### config.mk
export PLATFORM = sky130hd
export DESIGN_NAME = display_scheduler
export DESIGN_NICKNAME = d
export VERILOG_FILES = /design/src/rtl/display_scheduler.sv
export SDC_FILE = /design/constraint.sdc
export NUM_CORES = 1
export LEC_CHECK = 0
export ABC_AREA = 1
export CORE_ASPECT_RATIO = 1.4
export CORE_MARGIN = 5
export CORE_UTILIZATION = 40
export CTS_CLUSTER_DIAMETER = 50
export DETAILED_ROUTE_END_ITERATION = 8
export GPL_ROUTABILITY_DRIVEN = 0
export PLACE_DENSITY = 0.61
export SETUP_SLACK_MARGIN = 0.2
export SLEW_MARGIN = 20
export SYNTH_ARGS = -nofsm -noshare
export SYNTH_HDL_FRONTEND = slang
export SYNTH_SLANG_ARGS = --single-unit
### constraint.sdc
create_clock -name clk -period 1.8 [get_ports clk]
set_input_delay 0.18 -clock clk [delete_from_list [all_inputs] [get_ports clk]]
set_output_delay 0.18 -clock clk [all_outputs]
set_load 0.01 [all_outputs]
### src/rtl/display_scheduler.sv
// display_scheduler: time-shares the 3-bit LED display between traffic lights and dice,
// gating dice rolls from the button and holding each throw before returning to traffic.
module display_scheduler #(
  parameter int MIN_TRAFFIC = 4,
  parameter int HOLD_CYCLES = 8,
  parameter int MAX_ROLL    = 32,
  parameter int CNT_W       = 8
) (
  input  logic       clk,
  input  logic       rst,
  input  logic       button,
  input  logic [2:0] dice,
  input  logic [2:0] rag,
  output logic       roll_en,
  output logic       sel,
  output logic [2:0] result,
  output logic       busy,
  output logic       pending
);
  typedef enum logic [1:0] {TRAFFIC = 2'b00, ROLL = 2'b01, HOLD = 2'b10, ILLEGAL = 2'b11} state_t;
  localparam logic [CNT_W-1:0] MIN_T     = CNT_W'(MIN_TRAFFIC);
  localparam logic [CNT_W-1:0] MIN_LAST  = CNT_W'(MIN_TRAFFIC - 1);
  localparam logic [CNT_W-1:0] HOLD_LAST = CNT_W'(HOLD_CYCLES - 1);
  localparam logic [CNT_W-1:0] ROLL_LAST = CNT_W'(MAX_ROLL - 1);
  state_t state, state_nxt;
  logic btn_q, press, go_roll, roll_done, pending_nxt;
  logic [CNT_W-1:0] dwell, roll_cnt, hold_cnt, dwell_nxt, roll_nxt, hold_nxt;
  assign press   = button & ~btn_q;
  assign sel     = (state != ROLL) && (state != HOLD);
  assign roll_en = state == ROLL;
  assign busy    = ~sel;
  // dwell counts the current cycle too, so traffic is shown exactly MIN_TRAFFIC cycles
  always_comb begin
    go_roll     = (state == TRAFFIC) && (press || pending) && (dwell >= MIN_LAST);
    roll_done   = !button || (roll_cnt == ROLL_LAST);
    state_nxt   = state == TRAFFIC ? (go_roll ? ROLL : TRAFFIC)
                : state == ROLL    ? (roll_done ? HOLD : ROLL)
                : state == HOLD    ? (hold_cnt == '0 ? TRAFFIC : HOLD)
                : TRAFFIC;
    dwell_nxt   = state != TRAFFIC ? '0 : dwell == MIN_T ? dwell : dwell + 1'b1;
    roll_nxt    = state == ROLL ? roll_cnt + 1'b1 : '0;
    hold_nxt    = state == ROLL ? HOLD_LAST
                : (state == HOLD && hold_cnt != '0) ? hold_cnt - 1'b1 : '0;
    pending_nxt = go_roll ? 1'b0 : pending | press;
  end
  always_ff @(posedge clk or negedge rst) begin
    if (!rst) begin
      state    <= TRAFFIC;
      btn_q    <= 1'b0;
      pending  <= 1'b0;
      result   <= 3'b000;
      dwell    <= '0;
      roll_cnt <= '0;
      hold_cnt <= '0;
    end else begin
      state    <= state_nxt;
      btn_q    <= button;
      pending  <= pending_nxt;
      result   <= sel ? rag : dice;
      dwell    <= dwell_nxt;
      roll_cnt <= roll_nxt;
      hold_cnt <= hold_nxt;
    end
  end
endmodule

# Word-level counts from Yosys, hierarchy flattened
# Index checks and enable logic that the tools add are counted.
[word_totals]
word_cells = 46
input_bits = 9
regBits = 31
out_inout_bits = 7
[classes]
n_eq_ne = 7
mux = 13
n_bitwise = 4
add_sub_neg = 3
n_reduce_logical = 11
n_lt_le_gt_ge = 1
[ops]
columns = ["op", "count"]
rows = [
  ["$mux W8", 5],
  ["$add A8 B1 Y8 const B", 2],
  ["$mux W2", 5],
  ["$eq A8 B3 Y1 const B", 1],
  ["$eq A8 B5 Y1 const B", 1],
  ["$ge A8 B2 Y1 const B", 1],
  ["$logic_not A8 Y1", 1],
  ["$reduce_bool A8 Y1", 1],
  ["$sub A8 B1 Y8 const B", 1],
  ["$logic_and A1 B1 Y1", 4],
  ["$ne A2 B2 Y1 const B", 2],
  ["$mux W3", 1],
  ["$eq A2 B1 Y1 const B", 1],
  ["$eq A2 B2 Y1 const B", 1],
  ["$logic_not A2 Y1", 1],
  ["$logic_or A1 B1 Y1", 2],
  ["$mux W1", 2],
  ["$ne A2 B1 Y1 const B", 1],
  ["$not A1 Y1", 2],
  ["$reduce_bool A2 Y1", 1],
  ["$and A1 B1 Y1", 1],
  ["$logic_not A1 Y1", 1],
  ["$or A1 B1 Y1", 1],
]

# Logic depth before layout (Yosys ltp)
# Gate-level depths: netlist (run 1).
[depth]
ltp_word = 7
depth_mapped = 8
depth_no_buf = 7

# Worst setup path after synthesis (run 1)
# OpenSTA, ideal clock, no wires.
[synth_timing]
path_type = "reg-to-reg"
start = "register dwell[0]"
end = "register state[0]"
arrival_ps = 1112
required_ps = 1678
setup_slack_ps = 566
stages_incl_launch_ff = 7
synth_period_minus_slack_ps = 1234
setup_time_ps = 122
path_cell_list = "dfrtp_1 ha_1 or2_1 nor2_1 nand2_1 nand2_1 o21ai_1"
[synth_between]
elab_chain_cells = 4
[synth_lines]
columns = ["element", "line_no", "rtl"]
rows = [
  ["start, declared", "27", "logic [CNT_W-1:0] dwell, roll_cnt, hold_cnt, dwell_nxt, roll_nxt, hold_nxt;"],
  ["start signal, assigned", "60", "dwell <= dwell_nxt;"],
  ["$ge A8 B2 Y1", "34", "go_roll = (state == TRAFFIC) && (press || pending) && (dwell >= MIN_LAST);"],
  ["$logic_and A1 B1 Y1", "34", ""],
  ["$mux W1", "36", "state_nxt = state == TRAFFIC ? (go_roll ? ROLL : TRAFFIC)"],
  ["$mux W2", "36", ""],
  ["named net state_nxt[0]", "25", "state_t state, state_nxt;"],
  ["end signal, assigned", "56", "state <= state_nxt;"],
  ["end, declared", "25", ""],
]
# The timed path passes the listed nets, and every way through them passes these cells.
# A chain may end at the register's enable or synchronous reset.

# Worst setup path after layout (run 1)
[layout_timing]
start = "register state[0]"
end = "output sel"
[layout_between]
elab_chain_cells = 2
elab_cells_between_ends = 3
classes_between = "eq/ne (2); reduce/logical (1)"
[layout_lines]
columns = ["element", "line_no", "rtl"]
rows = [
  ["$ne A2 B1 Y1 / $ne A2 B2 Y1 (equally long branches)", "29", "assign sel = (state != ROLL) && (state != HOLD);"],
  ["$logic_and A1 B1 Y1 (*)", "29", ""],
  ["end, declared", "15", "output logic sel,"],
]
# Mark *: on every way between the ends. The rest lies on a longest branch, timed or not.

==> results of run 1 <==
==> per-stage QoR <==
| stage | instance area [um^2] | setup WS (ns) | total power [W] |
|---|---|---|---|
| floorplan | 1580 | 0.566 | 0.00182 |
| global placement | 1790 | 0.221 | 0.00218 |
| detailed placement | 1790 | 0.200 | 0.00219 |
| CTS | 1870 | 0.177 | 0.00270 |
| global route | 1880 | 0.223 | 0.00294 |
| finish | 1880 | 0.287 | 0.00269 |
==> sequential cells by signal (all words and copies together) (netlist names) <==
register and flops:
btn_q 1, dwell 8, roll_cnt 8, pending 1, result 3, hold_cnt 8, state 2
==> layer usage <==
metal / part of all wire [%] / global-route usage (%)
met3: 2.7 / 3.35
met2: 54 / 20.6
met4: 1.5 / 4.63
met5: 0 / 0
met1: 42 / 13.4
==> worst paths after layout <==
kind | end | startpoint | depth (start not counted) | slack, ns
setup / recovery | sel | state[0] | 4 | 0.29
hold / removal | hold_cnt[3] | rst | 2 | 0.28
setup reg to reg | state[0] | dwell[0] | 6 | 0.47
hold reg to reg | roll_cnt[0] | roll_cnt[0] | 1 | 0.46
max in group asynchronous | dwell[6] | rst | 2 | 1.22
min in group clk | btn_q | button | 1 | 0.41
==> area by class of cell <==
| cell class | instances | area [um^2] |
|---|---|---|
| sequential | 31 | 776 |
| tap | 43 | 53.8 |
| timing repair buffer | 18 | 169 |
| clock buffer | 7 | 76.3 |
| clock inverter | 1 | 5.00 |
| fill | 392 | 2000 |
| multi-input combinational | 125 | 702 |
| inverter | 27 | 101 |
==> cells by family (layout without fill, tap and decap cells) <==
kind of cell,after synthesis,in the layout
flip-flops,31,31
buffers and inverters,29,53
XOR/XNOR,6,6
AO/OA/AOI/OAI,21,21
AND/OR/NAND/NOR,90,90
adder cells (fa/ha/maj),8,8
==> layout by cell type, fill, tap and decap left out, types with 2 or more instances in the layout <==
cell             synthesis  layout
clkdlybuf4s50_1          0      12
clkbuf_1                 0       2
nor2_4                   4       4
nand4_1                  2       2
clkbuf_8                 0       5
nand3_2                  2       2
nor2_1                  24      24
nor2_2                   2       2
nand2_1                 36      36
a21oi_1                  8       8
inv_1                   27      26
dlygate4sd2_1            0       3
o21ai_0                  9       9
xor2_1                   5       5
ha_1                     8       7
nand2_2                  5       5
buf_4                    1       3
dfrtp_1                 31      31
nand3_1                  9       9
nor3_1                   4       4
o21ai_1                  3       3
==> timing repair <==
| item | CTS | global route |
|---|---|---|
| gates cloned | 0 | 0 |
| resized for setup | 3 | 2 |
| pin swaps | 0 | 0 |
| setup endpoints to repair | 3 | 1 |
==> power by group through the flow <==
stage | Combinational [W] | Sequential, W | Clock, W
after global routing | 0.00136 | 0.00100 | 0.000578
after floorplan | 0.000834 | 0.000991 | 0
after global placement | 0.00119 | 0.000993 | 0
after detailed placement | 0.00120 | 0.000993 | 0
final | 0.00119 | 0.000980 | 0.000520
after CTS | 0.00118 | 0.000981 | 0.000542
==> synth_stat cells, types with 2 or more instances <==
cell,instances,area [um^2]
nor2_4,4,45.0
nand2_2,5,31.3
dfrtp_1,31,776
a21oi_1,8,40.0
nand4_1,2,12.5
ha_1,8,100
nor2_2,2,12.5
nor2_1,24,90.1
nand2_1,36,135
o21ai_1,3,15.0
xor2_1,5,43.8
o21ai_0,9,45.0
nand3_1,9,45.0
nor3_1,4,20.0
inv_1,27,101
nand3_2,2,20.0
==> critical path, delay by kind of cell (launching register included) <==
kind                       cells  cell delay (ns)
adders and majority gates      1             0.23
DFF                            1             0.38
buffers and inverters          3             0.45
==> metrics.yaml, run 1 <==
fin_skew_ns: 0.00604
async_reset_ff_share_pct: 100
vias_per_cell: 4.79
clock-sinks: 31
synth_compound_area_share_pct: 6.89
dr.pass1.iters: 4
gr-total-overflow: 0
area_delta_synth_final_pct: 19.3
diodes: 0
maxSlewViolCount: 0
dp.final_hpwl_mm: 2.14
worst_pin_slew_ns: 0.392
yosysWarnings: 0
die_w_um: 63.1
combPwrFrac_pct: 44.3
power.switching_w: 0.00104
status: "finished, final reports clean"
slew_headroom_pct: 73.9
holdWs_ns: 0.284
startpoint_type: "flip-flop"
synthCells: 185
postRouteAntennaNets: 0
holdBufCountCts: 0
min_period_ns: 1.51
path_cells: "inv_1 > ha_4 > inv_2 > dlygate4sd2_1"
core-area_um2: 3880
fp.dieH_um: 84.3
max_freq_mhz: 661
synth-edff-count: 0
initial_utilization_pct: 40.6
rows: 27
synth_ff_type: "dfrtp_1"
grt_util_all_layers_pct: 11.8
cp_data_required_time_ns: 1.62
fin_setup_tns_ns: 0
fin_nets: 225
ys_seq_elements: 31
cts_setup_buffers: 0
yosys.area_share.adder_pct: 6.34
wl_per_cell_um: 11.5
clockRootBuffer: "clkbuf_8"
path_clk_slew_ns: 0.06
drt-total-wl_mm: 2.90
internal_power_w: 0.00165
avgSynthCellArea_um2: 8.54
grt_pass1_wl_mm: 5.11
first_iter_violations: 35
hp-class: "input port to async pin"
synth_seq_area_share_pct: 49.1
setup_viol: 0
portBuffers: 15
pwr-share-clk_pct: 19.3
final.period_utilization_pct: 84.1
rsz0062_at_grt: "false"
utilization_pct: 48.5
drcViolationCount: 0
antenna_found_initial: 0
synth_top_family_by_area: "simple AND/OR/NAND/NOR gates"
critPathMaxStageDelay_ns: 0.38
ir_drop_mv: 0.842
synth.area.mux_share_pct: 0
cts_made_buffers: 5
grt_start_max_net_pins: 32
drive_gt1_share_pct: 12.4
final_cell_count_no_fill: 252
power_leakage_nw: 0.936
pin_count: 16
synth_area_um2: 1580
cellPowerDensity_nw_per_um2: 1430
crit_path_end_kind: "output pin"
crit_arrival_ns: 1.33
worst-setup-path-type: "flip-flop to output pin"
hold_viol_final: 0
seqPwrFrac_pct: 36.4
synth_xor_area_share_pct: 3.33
clk_latency_ns: 0.28
cts_tree: "done"
cpMaxStageDelayCell: "dfrtp_1"
via_count: 1207
cp_max_fo: 5
die-area_um2: 5320
cts_buffer_depth: 2
place_inst: 244
synth_fp_nets: 202
synth-simple-area-share_pct: 27.1
ys_types: 22
swShare_pct: 38.8
grt_pass1_vias: 1193
cap_viol_max_count: 0
h-tree-depth: 2
Power figures use the tool's default switching activity.
==> inputs of run 2 (changes only) <==
==> constraint.sdc (replaced) <==
create_clock -name clk -period 1.4 [get_ports clk]
set_input_delay 0.14 -clock clk [delete_from_list [all_inputs] [get_ports clk]]
set_output_delay 0.14 -clock clk [all_outputs]
set_load 0.01 [all_outputs]
==> run 2 against run 1 <==
Net effect:
- final cell count rose by 6.7%
- via count rose by 4.3%
- first-iteration DRC count rose by 110%
- worst hold slack got worse by 0.072 ns
- combinational power rose by 66%
- register-to-register slack got worse by 0.32 ns
- clock power rose by 29%
- clock skew rose by 0.0027 ns
- largest cell class unchanged
==> metrics.yaml, run 2 (synthesized netlist as in run 1, its figures left out) <==
final.period_utilization_pct: 89.9
grt_pass1_vias: 1295
crit_arrival_ns: 1.12
core-area_um2: 3880
startpoint_type: "flip-flop"
drcViolationCount: 0
most-common-layout-cells: "nand2_1 (33), dfrtp_1 (31), nor2_1 (23), inv_1 (21), buf_4 (15)"
pin_count: 16
maxSlewViolCount: 0
grt_pass1_wl_mm: 5.42
dp.final_hpwl_mm: 2.13
fp.dieH_um: 84.3
grt_start_max_net_pins: 32
rows: 27
swShare_pct: 38.3
h-tree-depth: 2
min_period_ns: 1.26
cts_buffer_depth: 2
nFillCells: 342
worst_slack_ns: 0.141
worst-setup-path-type: "flip-flop to output pin"
hp-class: "input port to async pin"
cellPowerDensity_nw_per_um2: 1850
vias_per_cell: 4.68
final_cell_count_no_fill: 269
place_inst: 251
grt_util_met3_pct: 4.15
pwr-share-clk_pct: 17.2
power_leakage_nw: 1.04
die_w_um: 63.1
power.switching_w: 0.00149
postRouteAntennaNets: 0
clk_latency_ns: 0.28
first_iter_violations: 74
combPwrFrac_pct: 50.9
worst_pin_slew_ns: 0.235
drive_gt1_share_pct: 27.0
top_regs: "dwell x8, hold_cnt x8, roll_cnt x8"
diodes: 0
cp_data_required_time_ns: 1.26
antenna_found_initial: 0
ir_drop_mv: 1.03
wl_per_cell_um: 11.3
die-area_um2: 5320
path_clk_slew_ns: 0.07
area_delta_synth_final_pct: 33.1
setup_viol: 0
drt-total-wl_mm: 3.03
clockRootBuffer: "clkbuf_8"
crit_path_end_kind: "output pin"
internal_power_w: 0.00240
hold_viol_final: 0
slew_headroom_pct: 84.2
fin_nets: 242
cp_max_fo: 3
rsz0062_at_grt: "true"
status: "finished, final reports clean"
cap_viol_max_count: 0
met2_usage_pct: 22.6
initial_utilization_pct: 40.6
seqPwrFrac_pct: 31.9
portBuffers: 15
gr-total-overflow: 0
holdWs_ns: 0.212
final_common_cell: "nand2_1"
pre_cts_ws_ns: -0.0676
clock-sinks: 31
via_count: 1259
grt_util_all_layers_pct: 12.8
dr.pass1.iters: 4
cts_made_buffers: 5
cts_tree: "done"
max_freq_mhz: 794
met1_usage_pct: 13.5
fin_skew_ns: 0.00872
top_usage_layer: "met2"
run 2: cell types whose count changed in the layout (fill, tap and decap cells not counted), moves of 3 or more:
| cell | previous run | this run |
|---|---|---|
| buf_4 | 3 | 15 |
| inv_2 | 1 | 5 |
| inv_1 | 26 | 21 |
| nand2_1 | 36 | 33 |
| ha_1 | 7 | 4 |
| buf_6 | 0 | 7 |
| clkdlybuf4s50_1 | 12 | 8 |
run 2: routing by layer:
metal / vias to the layer above / part of all wire [%]
li1: 653 / -
met4: 0 / 2.4
met2: 12 / 54
met5: - / 0
met3: 8 / 2.8
met1: 586 / 41
run 2: final timing paths:
path,from,to,slack (ns),cells past startpoint
max,state[1],sel,0.14,4
min,rst,hold_cnt[3],0.21,2
max reg2reg,state[1],hold_cnt[5],0.15,7
min reg2reg,roll_cnt[0],roll_cnt[0],0.46,1
max in group asynchronous,rst,roll_cnt[1],1.01,2
min in group clk,button,btn_q,0.37,1
run 2: area by class of cell:
type                       instances  area [um^2]  share of cell area [%]
clock buffer                       7         76.3                    3.63
clock inverter                     1         5.00                   0.238
inverter                          27          105                    5.00
multi-input combinational        125          759                    36.1
sequential                        31          776                    36.9
tap                               43         53.8                    2.56
timing repair buffer              35          327                    15.5
run 2: through the flow:
step                total power, W  cell area [um^2]  util (%)  TNS (ns)
floorplan                  0.00235              1580         -         0
global placement           0.00293              1860      47.9   -0.0549
detailed placement         0.00294              1860      47.9   -0.0676
CTS                        0.00381              2060      52.9         0
global route               0.00422              2100      54.1         0
finish                     0.00389              2100      54.1         0
run 2: power groups by stage:
stage	logic, W	registers [W]	clock network [W]
CTS	0.00188	0.00124	0.000690
finish	0.00198	0.00124	0.000671
floorplan	0.00107	0.00127	0
global placement	0.00167	0.00126	0
detailed placement	0.00168	0.00126	0
global route	0.00221	0.00127	0.000741
run 2: worst max-delay path, stage by stage (launching register included):
cell,delay [ns]
dfrtp_1,0.36
inv_2,0.06
ha_4,0.28
inv_2,0.04
buf_6,0.11
run 2: what timing repair did:
| item | 4_1_cts | 5_1_grt |
|---|---|---|
| hold buffers | 0 | 0 |
| resized for setup | 35 | 9 |
| pin swaps | 14 | 11 |
| setup buffers | 7 | 3 |
| cloned | 0 | 0 |
| setup endpoints to repair | 23 | 25 |
==> inputs of run 3 (changes only) <==
--- a/config.mk
+++ b/config.mk
@@ -14,7 +14,7 @@
 export GPL_ROUTABILITY_DRIVEN = 0
 export PLACE_DENSITY = 0.61
 export SETUP_SLACK_MARGIN = 0.2
-export SLEW_MARGIN = 20
+export SLEW_MARGIN = 15
 export SYNTH_ARGS = -nofsm -noshare
 export SYNTH_HDL_FRONTEND = slang
 export SYNTH_SLANG_ARGS = --single-unit
==> constraint.sdc (replaced) <==
create_clock -name clk -period 1.6 [get_ports clk]
set_input_delay 0.16 -clock clk [delete_from_list [all_inputs] [get_ports clk]]
set_output_delay 0.16 -clock clk [all_outputs]
set_load 0.01 [all_outputs]
==> run 3 against run 2 <==
Net effect:
- worst hold slack improved by 0.056 ns
- setup slack better by 0.14 ns
- clock skew hardly changed
- utilization decreased by 5.1 points
- routed wire length down 6.4%
==> metrics.yaml, run 3 (synthesized netlist as in run 1, its figures left out) <==
power.switching_w: 0.00119
cap_viol_max_count: 0
swShare_pct: 38.2
via_count: 1180
rr_startpoint: "dwell[0]"
critPathMaxStageDelay_ns: 0.54
maxSlewViolCount: 0
drt-total-wl_mm: 2.84
fin_setup_tns_ns: 0
placed_area_um2: 1810
wl_per_cell_um: 11.2
cellPowerDensity_nw_per_um2: 1630
dp.final_hpwl_mm: 2.12
fp.dieH_um: 84.3
cts_made_buffers: 5
cts_buffer_depth: 2
grt_util_all_layers_pct: 12.0
fin_nets: 228
regToRegEndpoint: "state[0]"
combPwrFrac_pct: 44.5
pin_count: 16
dr.pass1.iters: 4
final.period_utilization_pct: 82.4
critPathTopFamily: "buffers and inverters"
setup_viol: 0
top_regs: "dwell x8, hold_cnt x8, roll_cnt x8"
crit_path_end_kind: "output pin"
holdWs_ns: 0.268
min_period_ns: 1.32
clk_latency_ns: 0.28
first_iter_violations: 45
portBuffers: 15
die_w_um: 63.1
utilization_pct: 49.0
h-tree-depth: 2
die-area_um2: 5320
seqPwrFrac_pct: 35.8
postRouteAntennaNets: 0
most-common-layout-cells: "nand2_1 (36), dfrtp_1 (30), inv_1 (25), nor2_1 (24), clkdlybuf4s50_1 (12)"
stdcell_area_um2: 1900
reg2regPathDepth: 6
drcViolationCount: 0
diodes: 0
grt_pass1_vias: 1223
total_power_w: 0.00311
grt_pass1_wl_mm: 5.10
final_common_cell: "nand2_1"
path_clk_slew_ns: 0.07
rsz0062_at_grt: "false"
antenna_found_initial: 0
nFillCells: 372
cpMaxStageDelayCell: "clkdlybuf4s50_1"
cp_data_required_time_ns: 1.44
max_freq_mhz: 758
crit_arrival_ns: 1.16
cp_max_fo: 2
gr-total-overflow: 0
core-area_um2: 3880
power_leakage_nw: 0.947
ir_drop_mv: 0.851
worst_pin_slew_ns: 0.388
area_delta_synth_final_pct: 20.6
cts_tree: "done"
ff_latch_area_um2: 777
status: "finished, final reports clean"
grt_start_max_net_pins: 32
timing.critical_path.buf_inv: 1
clockRootBuffer: "clkbuf_8"
path_cells: "clkdlybuf4s50_1"
regToRegSetupSlack_ns: 0.33
drive_gt1_share_pct: 17.1
holdBufCountCts: 0
hold_viol_final: 0
multi_input_area_um2: 704
initial_utilization_pct: 40.6
slew_headroom_pct: 74.1
startpoint_type: "flip-flop"
fin_skew_ns: 0.00853
rows: 27
clock-sinks: 31
vias_per_cell: 4.65
pwr-share-clk_pct: 19.7
worst-setup-path-type: "flip-flop to output pin"
hp-class: "input port to async pin"
internal_power_w: 0.00192
## run 3: what timing repair did
item                       CTS  global route
pin swaps                    0             3
setup buffers                0             1
setup endpoints to repair    3             4
cloned                       0             0
gates resized for setup      6             8
## run 3: per-layer routing
metal / share of wire, % / vias up / track usage, %
met5: 0 / - / 0
met4: 2.3 / 0 / 5.79
met3: 3.7 / 8 / 3.88
met2: 53 / 12 / 21.0
met1: 41 / 532 / 12.8
li1: - / 628 / -
## run 3: worst max path at each step
stage                    end  startpoint  cells past startpoint
floorplan           state[0]    dwell[0]                      6
global placement         sel    state[0]                      4
detailed placement       sel    state[0]                      4
CTS                      sel    state[0]                      4
global route        state[0]    dwell[0]                      6
finish               pending     pending                      1
## run 3: power groups by stage
stage | sequential [W] | clock, W | combinational [W]
2_1_floorplan | 0.00111 | 0 | 0.000938
3_3_place_gp | 0.00112 | 0 | 0.00138
3_5_place_dp | 0.00112 | 0 | 0.00138
4_1_cts | 0.00111 | 0.000646 | 0.00139
5_1_grt | 0.00113 | 0.000684 | 0.00158
6_report | 0.00111 | 0.000612 | 0.00138
## run 3: metrics by stage
step | setup slack [ns] | cells
after floorplan | 0.366 | 185
after global placement | 0.113 | 246
after detailed placement | 0.0986 | 246
after CTS | 0.138 | 253
after global routing | 0.211 | 254
final | 0.281 | 254
## run 3: layout make-up
type | count | area share [%]
flip-flops and latches | 31 | 40.8
multi-input cells | 125 | 37.0
repair buffers | 21 | 9.46
inverters | 27 | 5.32
clock buffers | 6 | 4.34
well taps | 43 | 2.83
clock inverters | 1 | 0.263
